--- config.mk ---
export PLATFORM = sky130hd
export DESIGN_NAME = rot_seq_ctrl
export DESIGN_NICKNAME = d
export VERILOG_FILES = /design/src/rtl/rot_pkg.sv /design/src/rtl/rot_seq_ctrl.sv
export SDC_FILE = /design/constraint.sdc
export NUM_CORES = 1
export LEC_CHECK = 0
export BUFFER_PORTS_ARGS = -buffer_cell sky130_fd_sc_hd__buf_2
export CAP_MARGIN = 20
export CORE_MARGIN = 2
export CORE_UTILIZATION = 40
export CTS_CLUSTER_SIZE = 25
export DETAILED_ROUTE_END_ITERATION = 8
export GPL_TIMING_DRIVEN = 1
export PLACE_DENSITY_LB_ADDON = 0.12
export SLEW_MARGIN = 20
export SYNTH_ARGS = -nofsm -noshare
export SYNTH_HDL_FRONTEND = slang
export SYNTH_SLANG_ARGS = --single-unit
--- constraint.sdc ---
create_clock -name clk -period 1.4 [get_ports clk]
set_input_delay 0.07 -clock clk [delete_from_list [all_inputs] [get_ports clk]]
set_output_delay 0.07 -clock clk [all_outputs]
set_load 0.05 [all_outputs]
--- src/rtl/rot_pkg.sv ---
// Shared types and constants for the rotate sequencing controller.
package rot_pkg;

    localparam int unsigned W = 8;

    typedef enum logic [1:0] {
        MODE_HOLD = 2'b00,
        MODE_ROR1 = 2'b01,
        MODE_ROR2 = 2'b10,
        MODE_LOAD = 2'b11
    } mode_e;

    typedef enum logic [2:0] {
        ST_IDLE = 3'd0,
        ST_LOAD = 3'd1,
        ST_ROT2 = 3'd2,
        ST_ROT1 = 3'd3,
        ST_DONE = 3'd4
    } state_e;

endpackage

--- src/rtl/rot_seq_ctrl.sv ---
// Sequences an external mode-select register through load, rotate-by-2 and
// rotate-by-1 steps so its output ends up rotated right by the requested amount.
module rot_seq_ctrl
    import rot_pkg::*;
#(
    parameter int unsigned W  = rot_pkg::W,
    parameter int unsigned AW = 3
) (
    input  logic          clk,
    input  logic          rst,
    input  logic          req_valid,
    output logic          req_ready,
    input  logic [W-1:0]  req_data,
    input  logic [AW-1:0] req_amt,
    output logic [1:0]    mode,
    output logic [W-1:0]  sln,
    input  logic [W-1:0]  po,
    output logic          res_valid,
    input  logic          res_ready,
    output logic [W-1:0]  res_data
);

    localparam int unsigned CW = AW - 1;

    state_e        state_q, state_d;
    logic [CW-1:0] cnt_q, cnt_d;
    logic          odd_q, odd_d;
    logic [W-1:0]  data_q, data_d;
    logic          live_q;
    mode_e         mode_c;

    // State, step counter, odd flag and captured operand.
    always_ff @(posedge clk or negedge rst) begin
        if (!rst) begin
            state_q <= ST_IDLE;
            cnt_q   <= '0;
            odd_q   <= 1'b0;
            data_q  <= '0;
            live_q  <= 1'b0;
        end else begin
            state_q <= state_d;
            cnt_q   <= cnt_d;
            odd_q   <= odd_d;
            data_q  <= data_d;
            live_q  <= 1'b1;
        end
    end

    // Next-state logic; rotate-by-2 steps first, then at most one rotate-by-1.
    always_comb begin
        state_d = state_q;
        cnt_d   = cnt_q;
        odd_d   = odd_q;
        data_d  = data_q;
        unique case (state_q)
            ST_IDLE: begin
                if (req_valid && live_q) begin
                    state_d = ST_LOAD;
                    cnt_d   = req_amt[AW-1:1];
                    odd_d   = req_amt[0];
                    data_d  = req_data;
                end
            end
            ST_LOAD: begin
                if (cnt_q != '0) begin
                    state_d = ST_ROT2;
                end else if (odd_q) begin
                    state_d = ST_ROT1;
                end else begin
                    state_d = ST_DONE;
                end
            end
            ST_ROT2: begin
                cnt_d = cnt_q - CW'(1);
                if (cnt_q == CW'(1)) begin
                    state_d = odd_q ? ST_ROT1 : ST_DONE;
                end
            end
            ST_ROT1: begin
                state_d = ST_DONE;
            end
            ST_DONE: begin
                if (res_ready) begin
                    state_d = ST_IDLE;
                    cnt_d   = '0;
                    odd_d   = 1'b0;
                end
            end
            default: begin
                state_d = ST_IDLE;
            end
        endcase
    end

    // Moore output decode; ready is held low until the first edge after reset.
    always_comb begin
        mode_c    = MODE_HOLD;
        sln       = '0;
        res_valid = 1'b0;
        res_data  = '0;
        req_ready = 1'b0;
        unique case (state_q)
            ST_IDLE: req_ready = live_q;
            ST_LOAD: begin
                mode_c = MODE_LOAD;
                sln    = data_q;
            end
            ST_ROT2: mode_c = MODE_ROR2;
            ST_ROT1: mode_c = MODE_ROR1;
            ST_DONE: begin
                res_valid = 1'b1;
                res_data  = po;
            end
            default: mode_c = MODE_HOLD;
        endcase
    end

    assign mode = mode_c;

endmodule

==> results.cfg <==
[sta]
rsz0062_at_grt = yes
fmax_ghz = 0.706
period_minus_slack_ns = 1.42
finalHoldViolCount = 0
skew_ns = 0.00211
fin_ws_ns = -0.0174
slew_viol_final = 0
setup_viol = 9
fin_crit_sh_pct = 101

[clock_tree]
clkSinkCount = 15
cts_buffers = 3
cts_tree = done
cts.htree.levels = 1
path_clk_slew_ns = 0.10
worstSkewPairLatency_ns = 0.28
clockBufferDepth = 2
cts_root_buffer = clkbuf_4

[place]
port_buffers = 42
dpl.cell_count = 160
hpwl_um = 1630
gp_congestion = 0.780
dpl_cell_area_um2 = 1180
preCtsSetupSlack_ns = -0.0253

[route]
vias = 891
viasPerCell = 5.09
ant_nets = 0
drc = 0
avgRoutedWirePerCell_um = 13.7
first_pass_iters = 4
drt_first_iter_violations = 16
wl_um = 2400

[setup_path]
crit_slowest_cell = dfrtp_2
crit_family = flip-flops
timing.rr.end = cnt_q[0]
reg2reg_depth = 5
cp-start-kind = flip-flop
worstPathArrival_ns = 1.35
cp_common_cell = buf_6
regToRegStartpoint = state_q[1]
crit_chain = nor2_4 > buf_6 > and3_1 > buf_6
crit_path_max_fanout = 9
cp_num_buf_inv = 2
max_stage_delay_ns = 0.48
cp-end-kind = output pin
crit_type = reg2out
cp_data_required_time_ns = 1.33
ff2ff_setup_slack_ns = -0.01

[final_layout]
area_growth_pct = 75.1
fin_nets = 174
fillers = 146
design_area_um2 = 1530
drive_gt1_share_pct = 68.2
num_antenna_cells = 0
final_util_pct = 75.9
fin_cells = 175

[min_path]
hold_end = data_q[5]
hold_path_depth = 2
hold_path.class = in2reg
hp-start = req_data[5]

[power]
leakagePower_nw = 0.742
internal_power_mw = 1.84
p_comb_share_pct = 68.9
power_mw = 3.35
ir_worst_vdd_uv = 1380
pwr-share-clk_pct = 7.5
power.density_nw_per_um2 = 2190
switching_share_pct = 45.2
switchingPower_mw = 1.51
seq_power_share_pct = 23.6

[yosys]
synth_fp_nets = 112
synth-seq-cells = 15
synth_cells = 87
synth_cell_type_count = 29
synth.top_cell.area_share_pct = 42.9
synth_top_area_cell = dfrtp_1
ys_seq_area_share_pct = 42.9
syn_area_um2 = 876
postSynthAreaPerCell_um2 = 10.1
synth.area.top_cells = dfrtp_1 (43%), and3_1 (11%), mux2_2 (10%), a21oi_1 (2.9%), ha_1 (2.9%)
yosysWarningCount = 0

[status]
status = complete, but fails checks
violations = negative setup slack

[die]
fp.dieW_um = 50.8
start_util_pct = 43.3
io_pins = 43
core_region_area_um2 = 2020
dieArea_um2 = 2580
die_y_um = 50.8
rows = 16

[flow_run]
cap_violations = 0

[grt]
grt_overflow_total = 0
grt_usage_pct = 19.4
grt_max_degree = 16
grt_pass1_wl_um = 3810
grt_pass1_vias = 874
grt_antenna_before_repair = 0
[cell type report]
cell class	instances	area (um^2)	area share, %
Inverter	5	21.3	1.39
Clock inverter	1	5.00	0.326
Timing Repair Buffer	61	515	33.6
Multi-Input combinational cell	63	557	36.3
Clock buffer	3	22.5	1.47
Tap cell	27	33.8	2.20
Sequential cell	15	379	24.7
[metrics by stage]
step	setup TNS, ns	hold WS, ns
after floorplan	0	-0.226
after detailed placement	-0.0253	-0.00977
after global placement	0	-0.0186
after global routing	-0.945	0.00522
final	-0.0751	0.0180
after CTS	-0.127	0.00968
[worst max-delay path by stage]
stage / from / slack, ns / endpoint / cells after the start
finish: state_q[1] / -0.02 / res_data[2] / 4
global route: state_q[1] / -0.07 / res_data[2] / 4
CTS: state_q[1] / -0.03 / res_data[3] / 4
detailed placement: cnt_q[0] / -0.03 / cnt_q[1] / 6
global placement: cnt_q[0] / 0.03 / cnt_q[1] / 6
floorplan: state_q[0] / 0.02 / data_q[0] / 4
[state kept, by name, summed over array words and instances, names as in the netlist]
| signal | flops |
|---|---|
| state_q | 3 |
| data_q | 8 |
| cnt_q | 2 |
| odd_q | 1 |
| live_q | 1 |
[cells by family after synthesis]
logic type | share of synthesized area, %
AOI/OAI and AO/OA | 11.6
xor gates and xnor gates | 1.00
adders and majority gates | 2.86
buffers and inverters | 5.57
DFF | 42.9
muxes | 10.3
other | 0.428
and+or+nand+nor | 25.4
[synthesized netlist by cell type]
| cell type | instances |
|---|---|
| ha_1 | 2 |
| a32o_1 | 2 |
| o21ba_2 | 1 |
| o22ai_1 | 1 |
| nand2_1 | 6 |
| inv_1 | 5 |
| nand2_4 | 1 |
| mux2_2 | 8 |
| a211o_1 | 1 |
| nor2_4 | 1 |
| dfrtp_1 | 15 |
| nor2b_1 | 1 |
| and3_1 | 16 |
| o2bb2ai_1 | 1 |
| nor3_1 | 2 |
| nor3b_2 | 1 |
| buf_4 | 1 |
| buf_6 | 1 |
| xnor2_1 | 1 |
| a21boi_0 | 1 |
| clkbuf_1 | 3 |
| and3_4 | 1 |
| nor2_1 | 1 |
| nand4_1 | 1 |
| conb_1 | 1 |
| a21oi_1 | 5 |
| nand2b_1 | 2 |
| nand3b_1 | 2 |
| o21ai_0 | 3 |
[power groups by stage]
stage	clock network, mW	registers (mW)	logic [mW]
finish	0.251	0.790	2.31
global route	0.278	0.817	2.47
CTS	0.258	0.783	2.13
detailed placement	0	0.777	1.73
global placement	0	0.765	1.69
floorplan	0	0.733	1.32
[routing by layer]
metal	up-vias	global-route usage, %	share of wire (%)
li1	440	-	-
met1	410	24.9	42
met2	37	34.2	51
met3	4	2.68	5.7
met4	0	4.95	0.96
met5	-	0	0
[layout by cell type (no fill, tap or decap), types with 2 or more instances in the layout]
master / instances
inv_2: 2
inv_1: 2
dfrtp_1: 12
dlygate4sd3_1: 2
clkbuf_4: 3
mux2_2: 8
buf_6: 12
a21oi_1: 5
nand2b_1: 2
buf_4: 14
and3_2: 3
o21ai_0: 2
and3_1: 4
nand2_1: 6
dfrtp_2: 3
and3_4: 10
buf_8: 9
nand3b_1: 2
buf_2: 24
a32o_1: 2
[timing repair]
action,CTS,global route
hold buffers,2,0
gates resized for setup,53,21
setup endpoints to repair,20,22
gates cloned,1,0
pin swaps,4,6
buffers inserted,7,2
endpoints found under the hold margin,16,0
Power figures use the tool's default switching activity.
